File: config.mk
export PLATFORM = sky130hd
export DESIGN_NAME = typing_round_ctrl
export DESIGN_NICKNAME = d
export VERILOG_FILES = /design/src/rtl/typing_round_ctrl.sv
export SDC_FILE = /design/constraint.sdc
export NUM_CORES = 1
export LEC_CHECK = 0
export BUFFER_PORTS_ARGS = -buffer_cell sky130_fd_sc_hd__clkbuf_2
export CORE_AREA = 2 2 120 64
export DETAILED_ROUTE_END_ITERATION = 10
export DIE_AREA = 0 0 122 66
export PLACE_DENSITY = 0.91
export SYNTH_ARGS = -nofsm -noshare
export SYNTH_HDL_FRONTEND = slang
export SYNTH_SLANG_ARGS = --single-unit
File: constraint.sdc
create_clock -name clk -period 3.3 [get_ports clk]
set_input_delay 0.165 -clock clk [delete_from_list [all_inputs] [get_ports clk]]
set_output_delay 0.165 -clock clk [all_outputs]
set_load 0.005 [all_outputs]
File: src/rtl/typing_round_ctrl.sv
// Player-activity controller for the typing game: two-slot word buffer, key checking
// against the current letter, score/lives bookkeeping and an optional per-word timeout.
module typing_round_ctrl #(
  parameter int LETTERS = 4,
  parameter int CODE_W  = 5,
  parameter int SCORE_W = 8,
  parameter int LIVES   = 3,
  parameter int TIMEOUT = 0,
  localparam int WORD_W  = LETTERS * CODE_W,
  localparam int IDX_W   = $clog2(LETTERS + 1),
  localparam int LIVES_W = $clog2(LIVES + 1)
) (
  input  logic               clk,
  input  logic               reset,
  input  logic [CODE_W-1:0]  keystroke,
  input  logic               keyReleased,
  input  logic               startGame,
  input  logic [WORD_W-1:0]  wordIn,
  input  logic               wordValid,
  output logic               wordReq,
  output logic [WORD_W-1:0]  currentWord,
  output logic [WORD_W-1:0]  nextWord,
  output logic [IDX_W-1:0]   currentState,
  output logic [SCORE_W-1:0] score,
  output logic [LIVES_W-1:0] lives,
  output logic               swstart,
  output logic               wordComplete,
  output logic               gameOver,
  output logic [1:0]         dbg_state
);

  localparam int TMR_W = (TIMEOUT > 1) ? $clog2(TIMEOUT) : 1;
  localparam logic [CODE_W-1:0] NULL_CODE = '1;

  typedef enum logic [1:0] {S_IDLE = 2'd0, S_FILL = 2'd1, S_TYPE = 2'd2, S_OVER = 2'd3} state_t;

  state_t             state_q, state_d;
  logic               kr_q;
  logic [WORD_W-1:0]  cur_word_q, cur_word_d, next_word_q, next_word_d;
  logic               cur_valid_q, cur_valid_d, next_valid_q, next_valid_d;
  logic [IDX_W-1:0]   idx_q, idx_d;
  logic [SCORE_W-1:0] score_q, score_d;
  logic [LIVES_W-1:0] lives_q, lives_d;
  logic               done_q, done_d;
  logic [TMR_W-1:0]   timer_q, timer_d;

  logic               key_ok, correct, wrong, expire, word_last, accept;
  logic [IDX_W-1:0]   idx_inc;
  logic [SCORE_W:0]   score_sum;

  // Letter i of a word; indexes past the last letter read as NULL.
  function automatic logic [CODE_W-1:0] letter_at(input logic [WORD_W-1:0] w, input int i);
    letter_at = NULL_CODE;
    for (int k = 0; k < LETTERS; k++)
      if (k == i) letter_at = w[(LETTERS-1-k)*CODE_W +: CODE_W];
  endfunction

  // Word handshake: a word transfers on any edge where wordValid && wordReq; the source
  // must hold wordIn stable while wordValid is high, and wordReq never depends on wordValid.
  assign wordReq = ((state_q == S_FILL) || (state_q == S_TYPE)) && !next_valid_q;
  assign accept  = wordValid && wordReq && (letter_at(wordIn, 0) != NULL_CODE);

  assign key_ok    = keyReleased && !kr_q && (keystroke != NULL_CODE) && (state_q == S_TYPE);
  assign correct   = key_ok && (keystroke == letter_at(cur_word_q, int'(idx_q)));
  assign wrong     = key_ok && !correct;
  assign expire    = (TIMEOUT != 0) && (state_q == S_TYPE) && !correct &&
                     (timer_q == TMR_W'(TIMEOUT - 1));
  assign idx_inc   = idx_q + 1'b1;
  assign word_last = correct && ((idx_inc == IDX_W'(LETTERS)) ||
                                 (letter_at(cur_word_q, int'(idx_inc)) == NULL_CODE));
  assign score_sum = {1'b0, score_q} + {{(SCORE_W + 1 - IDX_W){1'b0}}, idx_inc};

  always_comb begin
    state_d      = state_q;
    cur_word_d   = cur_word_q;
    cur_valid_d  = cur_valid_q;
    next_word_d  = next_word_q;
    next_valid_d = next_valid_q;
    idx_d        = idx_q;
    score_d      = score_q;
    lives_d      = lives_q;
    timer_d      = timer_q;
    done_d       = 1'b0;
    case (state_q)
      S_IDLE, S_OVER: begin
        if (startGame) begin
          state_d      = S_FILL;
          lives_d      = LIVES_W'(LIVES);
          score_d      = '0;
          cur_word_d   = '0;
          cur_valid_d  = 1'b0;
          next_word_d  = '0;
          next_valid_d = 1'b0;
          idx_d        = '0;
          timer_d      = '0;
        end
      end
      S_FILL: begin
        if (cur_valid_q) begin
          state_d = S_TYPE;
          idx_d   = '0;
          timer_d = '0;
        end
      end
      default: begin
        if (TIMEOUT != 0) timer_d = timer_q + 1'b1;
        if (correct) begin
          idx_d   = idx_inc;
          timer_d = '0;
        end
        if (wrong || expire) lives_d = lives_q - 1'b1;
        // Losing the last life freezes the round where it stands.
        if ((wrong || expire) && (lives_q == LIVES_W'(1))) begin
          state_d = S_OVER;
        end else if (word_last || expire) begin
          done_d = word_last;
          if (word_last) score_d = score_sum[SCORE_W] ? '1 : score_sum[SCORE_W-1:0];
          cur_word_d   = next_word_q;
          cur_valid_d  = next_valid_q;
          next_word_d  = '0;
          next_valid_d = 1'b0;
          idx_d        = '0;
          timer_d      = '0;
          state_d      = next_valid_q ? S_TYPE : S_FILL;
        end
      end
    endcase
    // An arriving word takes whichever slot is free after this cycle's advance.
    if (accept) begin
      if (!cur_valid_d) begin
        cur_word_d  = wordIn;
        cur_valid_d = 1'b1;
      end else begin
        next_word_d  = wordIn;
        next_valid_d = 1'b1;
      end
    end
  end

  always_ff @(posedge clk or negedge reset) begin
    if (!reset) begin
      state_q      <= S_IDLE;
      kr_q         <= 1'b1;
      cur_word_q   <= '0;
      cur_valid_q  <= 1'b0;
      next_word_q  <= '0;
      next_valid_q <= 1'b0;
      idx_q        <= '0;
      score_q      <= '0;
      lives_q      <= LIVES_W'(LIVES);
      done_q       <= 1'b0;
      timer_q      <= '0;
    end else begin
      state_q      <= state_d;
      kr_q         <= keyReleased;
      cur_word_q   <= cur_word_d;
      cur_valid_q  <= cur_valid_d;
      next_word_q  <= next_word_d;
      next_valid_q <= next_valid_d;
      idx_q        <= idx_d;
      score_q      <= score_d;
      lives_q      <= lives_d;
      done_q       <= done_d;
      timer_q      <= timer_d;
    end
  end

  assign currentWord  = cur_word_q;
  assign nextWord     = next_word_q;
  assign currentState = idx_q;
  assign score        = score_q;
  assign lives        = lives_q;
  assign swstart      = (state_q == S_TYPE);
  assign wordComplete = done_q;
  assign gameOver     = (state_q == S_OVER);
  assign dbg_state    = state_q;

endmodule

==> qor.csv <==
stage;metric;value;unit
clocking;Max Root-Sink Buffers;2;
final_layout;fraction of layout cells with a size suffix above 1;30.0;%
setup_path;Critical Path Fanout Max;10;
route;First-pass DRT Iterations;5;
clocking;CTS tree;built;
logic_synthesis;synthesized instance count;371;
final_layout;area delta synth->final;23.9;%
sta;FMAX;320;MHz
sta;Fin Setup TNS;0;ps
power;leakage;2.51;nW
placement;RePlAce Congestion;0.872;
placement;Setup WS pre-CTS;105;ps
setup_path;WP data required;3550;ps
global_routing;antenna violations before repair;0;
power;VDD IR max;429;uV
sta;Tmin final;3130;ps
logic_synthesis;share of the synthesized area in the top cell type;37.9;%
power;P_sw;1.50;mW
logic_synthesis;Post-synth ARST share;100;%
final_layout;design area;4580;um2
logic_synthesis;EDFF count, synth;0;
clocking;Clock Tree Root;clkbuf_16;
logic_synthesis;post-synth top area cell;dfrtp_1;
logic_synthesis;Area contributors post-synth;dfrtp_1 (38%), mux2i_1 (11%), ha_1 (4.4%);
placement;Placed Area;4230;um2
route;1st-iter DRT viols;294;
global_routing;grt ovf;0;
floorplanning;die area;8050;um2
sta;final period utilization;94.7;%
final_layout;Fillers;564;
floorplanning;Ports;89;
logic_synthesis;Post-Syn Area;3690;um2
setup_path;reg-to-reg setup timing slack;170;ps
sta;Fin Hold WS;14.5;ps
min_path;hold crit path type;input pin to async pin;
route;drc violations;0;
route;total vias in the final route;3249;
logic_synthesis;predominant post-synthesis flop cell;dfrtp_1;
route;routed length per instance;17.6;um
setup_path;Crit Path Category;flop to flop;
sta;final worst slack;174;ps
power;Int Pwr;2.30;mW
sta;final setup vio count;0;
sta;worst slew pin tran;1050;ps
setup_path;CP arrival;3380;ps
sta;unrepaired setup endpoints after global routing;false;
final_layout;Multi-input gate area;2020;um2
route;remaining antenna violation count;0;
floorplanning;Core Region;7020;um2
logic_synthesis;Seq/Total Area, Yosys;40.1;%
floorplanning;row count;22;
flow_run;Max Cap Viol;0;
clocking;H-tree depth;3;
sta;Final Skew;5.11;ps
run_status;status;completed;
setup_path;crit path capture type;flop;
global_routing;global-route wire length before repair;16200;um
logic_synthesis;Synth Area per Inst;9.96;um2
sta;Slew Limit Fails;0;
power;Seq pwr share;31.6;%
clocking;clock slew at the register clock pins of the worst setup and hold paths;50;ps
placement;Post-DP HPWL;7380;um
global_routing;vias in the first global route;3070;
sta;Final Hold Vio Count;0;
global_routing;largest net degree at the start of global routing;43;
setup_path;crit start category;flop;
route;overall routed net length;9890;um
final_layout;Reg area;1480;um2
clocking;clock sink count;59;
placement;port buffer count;88;
clocking;worst skew pair latency;340;ps
final_layout;Nets;505;
power;PwrDens;830;nW/um2
power;combinational power share;43.9;%
sta;Slew HR;30.0;%
logic_synthesis;Yosys cell types;51;
power;clock power share;24.4;%
logic_synthesis;Post-Syn Nets;415;
clocking;cts bufs inserted;9;
route;drt via density;5.78;
floorplanning;Die H;66;um
final_layout;number of diodes;0;
floorplanning;Initial Util;52.6;%
global_routing;GRT Resource Usage Total;27.1;%
logic_synthesis;Ys Warns;0;
power;Net Sw Frac;39.4;%
floorplanning;Die W;122;um
logic_synthesis;synthesized flop and latch total;59;
-- metrics by stage --
step / std cells / power, mW / utilization [%]
finish: 562 / 3.80 / 65.2
detailed placement: 545 / 2.84 / 60.3
CTS: 562 / 3.79 / 64.7
global placement: 545 / 2.75 / 60.3
floorplan: 371 / 2.22 / -
global route: 562 / 4.04 / 65.2
-- critical path: stages, from the launching register on --
cell,delay (ps)
dfrtp_1,460
ha_1,230
ha_1,240
a211oi_1,240
o31ai_2,130
a21o_1,230
a2111oi_4,390
nand4_2,210
mux2i_4,250
nand2_1,160
buf_4,260
mux2i_1,240
-- synth_stat cells, types with 2 or more instances --
cell      number
a211oi_1       6
a21o_1         5
a21oi_1        9
a22oi_1       19
a31oi_1        3
a32o_1         2
and3_1         2
buf_2          6
buf_6          3
clkbuf_1      10
dfrtp_1       56
dfstp_2        3
ha_1          13
inv_1         31
mux2_1        12
mux2_2        12
mux2i_1       40
nand2_1       39
nand2b_1       6
nand3_1        6
nand4_1        4
nor2_1        19
nor2b_1       11
nor3_1         6
nor3b_1        6
o211ai_1       2
o21a_1         3
o21ai_0        4
o221ai_1       2
o22a_1         6
o31a_1         3
o31ai_1        3
-- power groups by stage --
| stage | Clock (mW) | Sequential (mW) | Combinational [mW] |
|---|---|---|---|
| 2_1_floorplan | 0 | 1.16 | 1.06 |
| 3_3_place_gp | 0 | 1.19 | 1.56 |
| 3_5_place_dp | 0 | 1.21 | 1.64 |
| 4_1_cts | 0.948 | 1.20 | 1.65 |
| 5_1_grt | 0.981 | 1.24 | 1.82 |
| 6_report | 0.928 | 1.20 | 1.67 |
-- area by class of cell --
cell class	instances	area share (%)
Multi-Input combinational cell	261	44.2
Sequential cell	59	32.4
Timing Repair Buffer	99	11.8
Clock buffer	11	5.30
Tap cell	96	2.62
Inverter	31	2.54
Clock inverter	5	1.15
-- per-layer routing --
layer,vias up,track usage [%],share of wire (%)
li1,1513,-,-
met1,1583,38.2,47
met2,134,38.8,43
met3,19,7.84,7.8
met4,0,11.4,1.9
met5,-,0,0
-- flip-flops by register name, indices dropped and copies added, names as in the netlist --
signal / flops
currentWord: 20
lives: 2
currentState: 3
cur_valid_q: 1
dbg_state: 2
score: 8
kr_q: 1
wordComplete: 1
next_valid_q: 1
nextWord: 20
-- final timing paths --
path	from	end	depth (start not counted)
max in group asynchronous	reset	kr_q$_DFF_PN1_	2
worst max register to register	currentState[1]$_DFFE_PN0P_	currentWord[8]$_DFF_PN0_	11
min in group clk	wordIn[7]	nextWord[7]$_DFF_PN0_	3
worst min register to register	lives[1]$_DFFE_PN1P_	lives[1]$_DFFE_PN1P_	1
worst min-delay path	reset	score[1]$_DFFE_PN0P_	1
worst max-delay path	currentState[1]$_DFFE_PN0P_	currentWord[8]$_DFF_PN0_	11
-- layout by cell type, fill, tap and decap left out, types with 3 or more instances in the layout --
cell type  netlist  routed
nand3_1          6       6
dfstp_2          3       3
clkinv_2         0       3
o22a_1           6       6
dfrtp_1         56      55
a21oi_1          9       9
nor2b_1         11      11
a211oi_1         6       6
a22oi_1         19      19
nor3_1           6       5
a21o_1           5       5
mux2i_1         40      39
o21a_1           3       3
nor2_1          19      19
nor3b_1          6       5
clkbuf_16        0       9
clkbuf_2         0      88
nand2b_1         6       6
buf_4            1       8
mux2_2          12      12
inv_1           31      31
ha_1            13      11
nand2_1         39      39
o21ai_0          4       4
mux2_1          12      12
o31a_1           3       3
nand4_1          4       4
a31oi_1          3       3
-- cells by family (layout without fill, tap and decap cells) --
kind of cell	after synthesis	after routing	share of synthesized area, %
DFF	59	59	40.1
xor gates and xnor gates	1	1	0.237
adders and majority gates	14	14	4.94
muxes	65	65	18.6
AOI/OAI and AO/OA	72	72	14.9
and+or+nand+nor	109	109	15.2
buffers and inverters	51	146	6.10
-- timing repair --
item | in CTS | in global routing
hold buffers | 1 | 0
setup endpoints to repair | 0 | 42
endpoints found under the hold margin | 1 | 0
gates resized for setup | 0 | 9
setup buffers | 0 | 0
Power figures use the tool's default switching activity.
